<file path="config.mk">
export PLATFORM = sky130hd
export DESIGN_NAME = ota_duty_meter
export DESIGN_NICKNAME = d
export VERILOG_FILES = /design/src/rtl/ota_pkg.sv /design/src/rtl/ota_sync_filt.sv /design/src/rtl/ota_duty_meter.sv
export SDC_FILE = /design/constraint.sdc
export NUM_CORES = 1
export LEC_CHECK = 0
export CORE_MARGIN = 2
export CORE_UTILIZATION = 55
export DETAILED_ROUTE_END_ITERATION = 6
export DONT_BUFFER_PORTS = 1
export GPL_ROUTABILITY_DRIVEN = 0
export GPL_TIMING_DRIVEN = 0
export PLACE_DENSITY = 0.7
export RECOVER_POWER = 25
export SLEW_MARGIN = 20
export SYNTH_ARGS = -nofsm -noshare
export SYNTH_HDL_FRONTEND = slang
export SYNTH_HIERARCHICAL = 1
export SYNTH_SLANG_ARGS = --single-unit
</file>
<file path="constraint.sdc">
create_clock -name clk -period 2.9 [get_ports clk]
set_input_delay 0.58 -clock clk [delete_from_list [all_inputs] [get_ports clk]]
set_output_delay 0.58 -clock clk [all_outputs]
set_load 0.05 [all_outputs]
</file>
<file path="src/rtl/ota_pkg.sv">
// Shared constants, handshake state type and result-scaling helper for the OTA
// comparator back-end blocks.
package ota_pkg;

  localparam int unsigned WIN_LOG2_DEF = 8;
  localparam int unsigned FILT_LEN_DEF = 3;
  localparam int unsigned RES_W_DEF    = 8;
  localparam int unsigned EDGE_W_DEF   = 4;
  localparam int unsigned RUN_W        = 4;

  typedef enum logic {
    ST_EMPTY = 1'b0,
    ST_FULL  = 1'b1
  } hs_state_e;

  // Scale a high-cycle count down by 'shift' bits, clamped to res_w bits.
  function automatic logic [31:0] scale_sat(input logic [31:0] cnt,
                                            input int unsigned shift,
                                            input int unsigned res_w);
    logic [31:0] scaled;
    logic [31:0] max_val;
    scaled  = cnt >> shift;
    max_val = (32'd1 << res_w) - 32'd1;
    return (scaled > max_val) ? max_val : scaled;
  endfunction

endpackage

</file>
<file path="src/rtl/ota_sync_filt.sv">
// Two-flop synchroniser followed by a persistence filter: the output level only
// changes after FILT_LEN consecutive differing synchronised samples.
module ota_sync_filt
  import ota_pkg::*;
#(
  parameter int unsigned FILT_LEN = FILT_LEN_DEF
) (
  input  logic clk,
  input  logic rst_n,
  input  logic din,
  output logic filt
);

  logic             s1;
  logic             s2;
  logic [RUN_W-1:0] run;

  always_ff @(posedge clk or negedge rst_n) begin
    if (!rst_n) begin
      s1 <= 1'b0;
      s2 <= 1'b0;
    end else begin
      s1 <= din;
      s2 <= s1;
    end
  end

  // Run counter clears on agreement; toggles the level when the run completes.
  always_ff @(posedge clk or negedge rst_n) begin
    if (!rst_n) begin
      run  <= '0;
      filt <= 1'b0;
    end else if (s2 == filt) begin
      run <= '0;
    end else if (run == RUN_W'(FILT_LEN - 1)) begin
      run  <= '0;
      filt <= ~filt;
    end else begin
      run <= run + RUN_W'(1);
    end
  end

endmodule

</file>
<file path="src/rtl/ota_duty_meter.sv">
// Windowed duty-cycle and rising-edge meter on the filtered comparator output,
// with a valid/ack result handshake and sticky overrun flag.
module ota_duty_meter
  import ota_pkg::*;
#(
  parameter int unsigned WIN_LOG2 = WIN_LOG2_DEF,
  parameter int unsigned FILT_LEN = FILT_LEN_DEF,
  parameter int unsigned RES_W    = RES_W_DEF,
  parameter int unsigned EDGE_W   = EDGE_W_DEF
) (
  input  logic              clk,
  input  logic              rst_n,
  input  logic              ena,
  input  logic              cmp_in,
  input  logic              ack,
  output logic              cmp_filt,
  output logic              result_valid,
  output logic [RES_W-1:0]  result,
  output logic [EDGE_W-1:0] edges,
  output logic              overrun
);

  localparam int unsigned HC_W = WIN_LOG2 + 1;

  logic [WIN_LOG2-1:0] wcnt;
  logic [HC_W-1:0]     hcnt;
  logic [EDGE_W-1:0]   ecnt;
  logic                filt_prev;

  hs_state_e state;
  hs_state_e state_nxt;
  logic      overrun_nxt;
  logic      load_c;

  logic                rise_c;
  logic                win_end_c;
  logic [HC_W-1:0]     hsum_c;
  logic [EDGE_W-1:0]   esum_c;
  logic [RES_W-1:0]    res_c;

  ota_sync_filt #(
    .FILT_LEN(FILT_LEN)
  ) u_sync_filt (
    .clk  (clk),
    .rst_n(rst_n),
    .din  (cmp_in),
    .filt (cmp_filt)
  );

  // Accumulator values including the current cycle's sample.
  always_comb begin
    rise_c    = cmp_filt & ~filt_prev;
    win_end_c = ena && (wcnt == '1);
    hsum_c    = hcnt + HC_W'(cmp_filt);
    esum_c    = (rise_c && (ecnt != '1)) ? ecnt + EDGE_W'(1) : ecnt;
    res_c     = RES_W'(scale_sat(32'(hsum_c), WIN_LOG2 - RES_W, RES_W));
  end

  always_ff @(posedge clk or negedge rst_n) begin
    if (!rst_n) begin
      filt_prev <= 1'b0;
    end else begin
      filt_prev <= cmp_filt;
    end
  end

  always_ff @(posedge clk or negedge rst_n) begin
    if (!rst_n) begin
      wcnt <= '0;
      hcnt <= '0;
      ecnt <= '0;
    end else if (!ena || win_end_c) begin
      wcnt <= '0;
      hcnt <= '0;
      ecnt <= '0;
    end else begin
      wcnt <= wcnt + WIN_LOG2'(1);
      hcnt <= hsum_c;
      ecnt <= esum_c;
    end
  end

  // A pending result is only replaced when acknowledged in the same cycle.
  always_comb begin
    state_nxt   = state;
    overrun_nxt = overrun;
    load_c      = 1'b0;
    case (state)
      ST_EMPTY: begin
        if (win_end_c) begin
          load_c    = 1'b1;
          state_nxt = ST_FULL;
        end
      end
      ST_FULL: begin
        if (win_end_c) begin
          if (ack) begin
            load_c      = 1'b1;
            overrun_nxt = 1'b0;
          end else begin
            overrun_nxt = 1'b1;
          end
        end else if (ack) begin
          state_nxt   = ST_EMPTY;
          overrun_nxt = 1'b0;
        end
      end
      default: state_nxt = ST_EMPTY;
    endcase
  end

  always_ff @(posedge clk or negedge rst_n) begin
    if (!rst_n) begin
      state   <= ST_EMPTY;
      overrun <= 1'b0;
      result  <= '0;
      edges   <= '0;
    end else begin
      state   <= state_nxt;
      overrun <= overrun_nxt;
      if (load_c) begin
        result <= res_c;
        edges  <= esum_c;
      end
    end
  end

  assign result_valid = (state == ST_FULL);

endmodule

</file>
; Word-level counts from Yosys, hierarchy flattened
; Index checks and enable logic that the tools add are counted.
[word_totals]
regBits = 43
[classes]
mux = 16
bitwise_logic = 5
n_reduce_logical = 7
order_cmp = 1
eq_ne = 4
add_sub_neg = 4
[op_table]
columns = operator, n
row1 = $mux W4, 4
row2 = $mux W8, 2
row3 = $add A9 B1 Y9, 1
row4 = $gt A9 B8 Y1 const B, 1
row5 = $mux W9, 1
row6 = $add A4 B1 Y4 const B, 2
row7 = $add A8 B1 Y8 const B, 1
row8 = $eq A8 B8 Y1 const B, 1
row9 = $mux W1, 7
row10 = $eq A4 B2 Y1 const B, 1
row11 = $ne A4 B4 Y1 const B, 1
row12 = $not A1 Y1, 4
row13 = $pmux W1 S2, 2
row14 = $reduce_and A2 Y1, 2
row15 = $logic_and A1 B1 Y1, 2
row16 = $reduce_bool A2 Y1, 1
row17 = $and A1 B1 Y1, 1
row18 = $eq A1 B1 Y1, 1
row19 = $logic_not A1 Y1, 1
row20 = $logic_or A1 B1 Y1, 1

; Longest topological paths before layout
; Gate-level depths: netlist (run 1).
[depth]
depth_word = 5
depth_mapped = 6

; Modules after synthesis
; The synthesis (run 1) kept the hierarchy.
[modules_own_cells]
columns = mod, area_per_inst_um2, instances, cells_per_inst
row1 = ota_duty_meter, 1559.0, 1, 144
row2 = ota_sync_filt, 282.8, 1, 22

; Least setup slack after synthesis (run 1)
; No wires, ideal clock.
[synth_timing]
path_type = register -> register
from = reg u_sync_filt.filt
to = reg result[0]
required_ns = 2.750
path_stages_with_launch = 7
synth_period_minus_slack_ns = 2.009
setup_ns = 0.150
path_buffers = 0
setup_slack_ns = 0.891
arrival_ns = 1.859
path_cell_list = dfrtp_1 > ha_1 > ha_1 > nand3_1 > nor3_1 > xnor2_1 > a31oi_1
[synth_via]
elab_chain_len = 3
[synth_lines]
columns = item, line
row1 = "start, declared", ota_sync_filt.sv:11  ; output logic filt
row2 = "start signal, assigned", ota_sync_filt.sv:37  ; filt <= ~filt;
row3 = $add A9 B1 Y9 (*), ota_duty_meter.sv:54  ; hsum_c = hcnt + HC_W'(cmp_filt);
row4 = $gt A9 B8 Y1, ota_pkg.sv:24  ; return (scaled > max_val) ? max_val : scaled;
row5 = $mux W8 (*), ota_pkg.sv:24
row6 = "end signal, assigned", ota_duty_meter.sv:122  ; result <= res_c;
row7 = "end, declared", ota_duty_meter.sv:18  ; output logic [RES_W-1:0] result,
; Every way passes the cells marked *; elsewhere a longest branch is shown, timed or not.
; A chain may end at the register's enable or synchronous reset.

; Final worst setup path (run 1)
; Ends and elaborated chain as after synthesis.

==> results by group, run 1 <==
Detailed routing
  • Met1 Wirelength: between 1000 and 1500 microns
  • Remaining DRCs: 0
  • Initial drt markers: 50
  • Routed Antenna Nets: 0
  • Final WL: between 2000 and 3000 microns
  • Via count: 1,131
  • Drt first pass iters: 4
  • Met2 routed WL: between 1000 and 1500 microns
  • Vias/cell: 5.118
  • Routed WL per cell: around 13 microns
  • Top layer in use: met4
  • Wire length on met3: roughly 140 microns

Synthesis
  • Fraction of registers with async set/reset: 100.0%
  • Largest family of logic cells by synthesized area: simple AND/OR/NAND/NOR gates
  • Main synth FF type: dfrtp_1
  • Post-synth EDFFs: 0
  • Synth top cells by count: 43 x dfrtp_1, 35 x nor2_1, 9 x nand3_1, 9 x xnor2_1
  • Cell Area, Synth: between 0.0015 and 0.002 sq mm
  • Count of different cell masters after synthesis: 28
  • Ranking of synthesized cells by area: dfrtp_1 58%, nor2_1 7.1%, xnor2_1 4.3%
  • Mux cell area share after synthesis: 3.533%
  • Compound-Gate Fraction of Synth Area: 5.503%
  • Synth Area per Inst: between 10 and 15 sq um
  • Area leader, netlist: dfrtp_1
  • Adder-cell share of the synthesized area: about 4.1%
  • FF+latch count, synth: between 40 and 50
  • Register area share after synthesis: 58.42%
  • Top-count cell post-synth: dfrtp_1
  • Synthesized instance count: approximately 170
  • Post-Synth XOR/XNOR Area: ~7.6%
  • Yosys top cell area share: 58.42%
  • Post-synthesis simple-gate area fraction: between 10% and 20%
  • Post-Synthesis Net Count: between 150 and 200
  • Synth warn: 6

Floorplan
  • Die Wd: 61.87 microns
  • Chip height: a little over 60 microns
  • Core footprint: roughly 0.0033 sq mm
  • Initial Util: a little under three fifths
  • Floorplan row count: 21
  • Top Ports: 20
  • Die Area: around 0.0038 sq mm

Clock tree
  • Worst skew pair latency: 0.35 ns
  • Root Driver: clkbuf_4
  • Max Root-Sink Buffers: 2
  • CTS tree: done
  • Num CTS Buffers: 5
  • Register clock-pin slew on the reported worst setup and hold paths: 0.12 ns
  • H-tree Lvls: 2
  • Clock sink count: 43

Pwr
  • NetSw: ~0.36 mW
  • Worst ir drop on vdd: around 0.32 mV
  • Cell-internal power: 0.9956 mW
  • Seq pwr share: between 50% and 60%
  • Sw frac: between 20% and 30%
  • Static Leak: around 0.95 nW
  • Logic pwr share: 12.9%
  • Clock share of power: 33.7%
  • Overall Power: ~1.4 mW
  • Cell Pwr Density: between 600 and 700 mW/mm^2

Place
  • I/O Buffers: 0
  • Cell Area, Placed: ~0.0019 sq mm
  • HPWL Detailed: 2064 microns

Status
  • Outcome: finished, violations left
  • Failing checks: capacitance limit, slew limit

Finish
  • Layout Utilization: between 60% and 70%
  • Layout cells sized above 1: 9.143%
  • Antenna diodes: 0
  • Syn-to-layout area delta: 9.036%
  • Fillers: 275
  • Final design instance area without fill: between 0.002 and 0.0025 sq mm
  • Nets: around 190

Min path
  • Worst min path class: input pin to flop
  • Hold Crit Depth: 0

STA
  • Final Setup Violations: 0
  • Hold Violations, Final: 0
  • Final slew viol count: 44
  • Final setup skew: just under 0.009 ns
  • Least-Margin Pin Slew: ~2.2 ns
  • Fin crit period: between 2 and 2.5 ns
  • RSZ-0062 raised after global routing: no
  • Tcrit/Tclk final: between 80% and 90%
  • Setup Total Neg Slack: 0 ns
  • Max_slew headroom: -44.46%
  • Maximum clock frequency: 429.6 MHz

Global route
  • Initial antenna violation count: 0
  • Global Route Usage Sum: between 15 and 20%
  • Largest net degree at the start of global routing: 44
  • First-pass GRT wire length: about 4600 microns
  • Vias in the first global route: about 1,100
  • GRT overflow: 0

Worst setup path
  • CP max FO: 9
  • Critical path startpoint category: flop
  • CP arrival: 2.53 ns
  • WS Path Type: flop to flop
  • CP Capture Type: flop
  • WP data required: roughly 3.1 ns
  • Worst Reg-to-Reg Cells: 6

Run
  • MaxCap Viol Count: 1
[logic make-up (layout without fill, tap and decap cells)]
| group | after synthesis | count (layout) |
|---|---|---|
| flops | 43 | 43 |
| mux | 6 | 6 |
| simple gates | 67 | 67 |
| buf+inv | 11 | 20 |
| xor+xnor | 16 | 16 |
| compound gates | 17 | 17 |
| fa+ha+maj | 6 | 6 |
[layout by cell type, fill, tap and decap left out, types with 3 or more instances in the layout]
cell type	netlist	final
inv_1	8	8
nor2_1	35	35
nand2_1	6	6
nand2b_1	3	3
dfrtp_1	43	43
xnor2_1	9	9
a21oi_1	5	5
xor2_1	7	7
clkbuf_4	0	5
nand4_1	3	3
nand3_1	9	9
ha_1	6	6
mux2i_1	5	5
and2_1	3	3
a31oi_1	8	8
[stage by stage]
step                      instances  setup slack [ns]  hold WS, ns
after floorplan                 166            0.8912       0.2844
after global placement          212            0.5985       0.2855
after detailed placement        212            0.5594       0.2855
after CTS                       221            0.5418      0.04380
after global routing            221            0.3266       0.2093
final                           221            0.5723       0.2486
[power by group through the flow]
stage | Clock, mW | Sequential [mW] | Combinational, mW
CTS | 0.470 | 0.723 | 0.181
global placement | 0 | 0.733 | 0.157
global route | 0.498 | 0.733 | 0.204
finish | 0.456 | 0.723 | 0.175
detailed placement | 0 | 0.736 | 0.165
floorplan | 0 | 0.726 | 0.139
[routing by layer]
metal  global-route usage [%]  up-vias
li1                         -      569
met1                    19.35      532
met2                    29.47       24
met3                    6.625        6
met4                    8.207        0
met5                        0        -
[area by class of cell]
type,count,area (sq um),area share (%)
Sequential cell,43,1076,53.58
Tap cell,46,57.56,2.866
Clock buffer,5,37.54,1.869
Multi-Input combinational cell,112,711.9,35.45
Buffer,3,23.77,1.184
Clock inverter,3,67.56,3.364
Timing Repair Buffer,1,3.754,0.1869
Inverter,8,30.03,1.495
[registers in the layout, indices dropped and copies added (netlist names)]
register	flops
u_sync_filt/run	4
filt_prev	1
u_sync_filt/s2	1
ecnt	4
hcnt	9
result	8
result_valid	1
u_sync_filt/filt	1
edges	4
overrun	1
u_sync_filt/s1	1
wcnt	8
[critical path, stage by stage (launching register included)]
cell and delay [ns]:
dfrtp_1 0.63, ha_1 0.35, ha_1 0.21, nand3_1 0.15, nor3_1 0.07, xnor2_1 0.59, a31oi_1 0.17
[worst paths after layout]
path / start / endpoint / slack [ns]
setup reg to reg: u_sync_filt/filt$_DFFE_PN0P_ / result[0]$_DFFE_PN0P_ / 0.57
hold reg to reg: u_sync_filt/s1$_DFF_PN0_ / u_sync_filt/s2$_DFF_PN0_ / 0.36
hold / removal: cmp_in / u_sync_filt/s1$_DFF_PN0_ / 0.25
min in group asynchronous: rst_n / edges[0]$_DFFE_PN0P_ / 0.85
max in group asynchronous: rst_n / u_sync_filt/run[1]$_DFF_PN0_ / 0.83
setup / recovery: u_sync_filt/filt$_DFFE_PN0P_ / result[0]$_DFFE_PN0P_ / 0.57
[repair_timing]
action                    CTS  global route
hold endpoints to repair   43             0
setup buffers               0             0
hold buffers                1             0
resized for setup           0             0
Power figures use the tool's default switching activity.
==> inputs of run 2 (changes only) <==
- PLACE_DENSITY: 0.7 -> 0.73
- clock period: 2.9 -> 2.1 ns (I/O delays scaled with it)
==> results by group, run 2 (same netlist as run 1, synthesis figures left out) <==
STA
  • Maximum clock frequency: roughly 510 MHz
  • Final setup skew: ~0.0091 ns
  • Max_slew headroom: a little under a third
  • Hold Violations, Final: 0
  • Tcrit/Tclk final: ~94%
  • Least-Margin Pin Slew: approximately 1.0 ns
  • Final slew viol count: 0
  • Fin crit period: about 2 ns
  • Final Setup Violations: 0
  • Final Worst Setup Slack: about 0.13 ns

Finish
  • Commonest non-fill, non-tap cell in the layout: dfrtp_1
  • Layout Utilization: 60.50%
  • Fillers: between 200 and 300
  • Top Registers: hcnt (9), result (8), wcnt (8)
  • Layout cells sized above 1: about a tenth
  • Commonest non-fill, non-tap cells in the layout: 42 x dfrtp_1, 35 x nor2_1, 9 x nand3_1
  • Final Non-Filler Cells: 220
  • Nets: roughly 190
  • Reg with most FFs: hcnt
  • Antenna diodes: 0
  • Syn-to-layout area delta: 7.881%
  • Largest register FFs: 9
  • Final design instance area without fill: 0.001987 sq mm

Worst setup path
  • WS Path Type: flop to flop
  • CP arrival: about 2.2 ns
  • CP Capture Type: flop
  • WP data required: around 2.3 ns
  • Critical path startpoint category: flop
  • CP max FO: 9

Detailed routing
  • Remaining DRCs: 0
  • Routed Antenna Nets: 0
  • Final WL: 3005 microns
  • Vias/cell: approximately 5.3
  • Via count: 1,170
  • Initial drt markers: 70
  • Drt first pass iters: 4
  • Routed WL per cell: approximately 14 microns

Global route
  • Vias in the first global route: roughly 1,200
  • Global Route Usage Sum: between 10% and 20%
  • Initial antenna violation count: 0
  • Largest net degree at the start of global routing: 44
  • GRT overflow: 0
  • First-pass GRT wire length: 5112 microns

Clock tree
  • Root Driver: clkbuf_4
  • H-tree Lvls: 2
  • Num CTS Buffers: 5
  • Register clock-pin slew on the reported worst setup and hold paths: about 0.1 ns
  • Max Root-Sink Buffers: 2
  • CTS tree: done
  • Clock sink count: between 40 and 50
  • Worst skew pair latency: ~0.34 ns

Place
  • Cell Area, Placed: 0.001899 sq mm
  • I/O Buffers: 0
  • Placement Setup Slack: -0.2898 ns
  • HPWL Detailed: 2065 microns
  • Placed insts: around 210

Floorplan
  • Initial Util: a little under three fifths
  • Top Ports: 20
  • Core footprint: 0.003284 sq mm
  • Die Wd: between 60 and 70 microns
  • Die Area: ~0.0038 sq mm
  • Chip height: 61.87 microns
  • Floorplan row count: 21

Pwr
  • Cell Pwr Density: just over 800 mW/mm^2
  • Overall Power: 1.606 mW
  • Worst ir drop on vdd: ~0.4 mV
  • Static Leak: 0.9518 nW

Run
  • MaxCap Viol Count: 0

Status
  • Outcome: finished, final reports clean

Min path
  • Worst min path class: input pin to flop
[run 2: what timing repair did]
action	4_1_cts	5_1_grt
buffers inserted	0	0
pin swaps	0	0
hold endpoints to repair	43	0
gates resized for setup	2	3
setup endpoints to repair	9	8
hold buffers	2	0
[run 2: path summary, 6_finish.rpt]
kind,slack (ns),to,startpoint,cells past startpoint
max in group asynchronous,0.61,u_sync_filt/filt$_DFFE_PN0P_,rst_n,2
min in group asynchronous,0.80,hcnt[7]$_DFF_PN0_,rst_n,2
min,0.11,u_sync_filt/s1$_DFF_PN0_,cmp_in,0
max reg2reg,0.13,result[1]$_DFFE_PN0P_,u_sync_filt/filt$_DFFE_PN0P_,6
min reg2reg,0.36,u_sync_filt/s2$_DFF_PN0_,u_sync_filt/s1$_DFF_PN0_,0
max,0.13,result[1]$_DFFE_PN0P_,u_sync_filt/filt$_DFFE_PN0P_,6
[run 2: report_power, final]
part           internal, mW  switching (mW)
Combinational         0.108           0.141
Sequential            0.902           0.105
Clock                 0.119           0.230
[run 2: layer usage]
metal | track usage (%) | vias up | part of all wire (%)
li1 | - | 567 | -
met1 | 19.97 | 575 | 42
met2 | 35.19 | 26 | 53
met3 | 6.418 | 2 | 4.3
met4 | 7.903 | 0 | 0.63
met5 | 0 | - | 0
[run 2: layout make-up]
type                       count  area (sq um)  area share, %
sequential                    43          1077          54.22
multi-input combinational    112         742.0          37.34
tap                           46         57.56          2.897
clock buffer                   6         41.29          2.078
inverter                       8         30.03          1.511
buffer                         3         23.77          1.196
timing repair buffer           2         15.01         0.7557
[run 2: critical path, stage by stage (launching register included)]
cell and delay, ns:
dfrtp_2 0.59, ha_1 0.26, ha_1 0.20, nand3_1 0.18
nor3_4 0.26, xnor2_4 0.21, a31oi_1 0.14
[run 2: through the flow]
step / setup TNS, ns / hold slack (ns)
floorplan: 0 / 0.1244
global placement: -1.658 / 0.1254
detailed placement: -2.370 / 0.1259
CTS: 0 / 0.08360
global route: -0.07464 / 0.06172
finish: 0 / 0.1062
==> inputs of run 3 (changes only) <==
- SLEW_MARGIN: 20 -> not set
==> results of run 3 <==
Same layout as run 2: the final DEF is identical, and so are final timing and power.
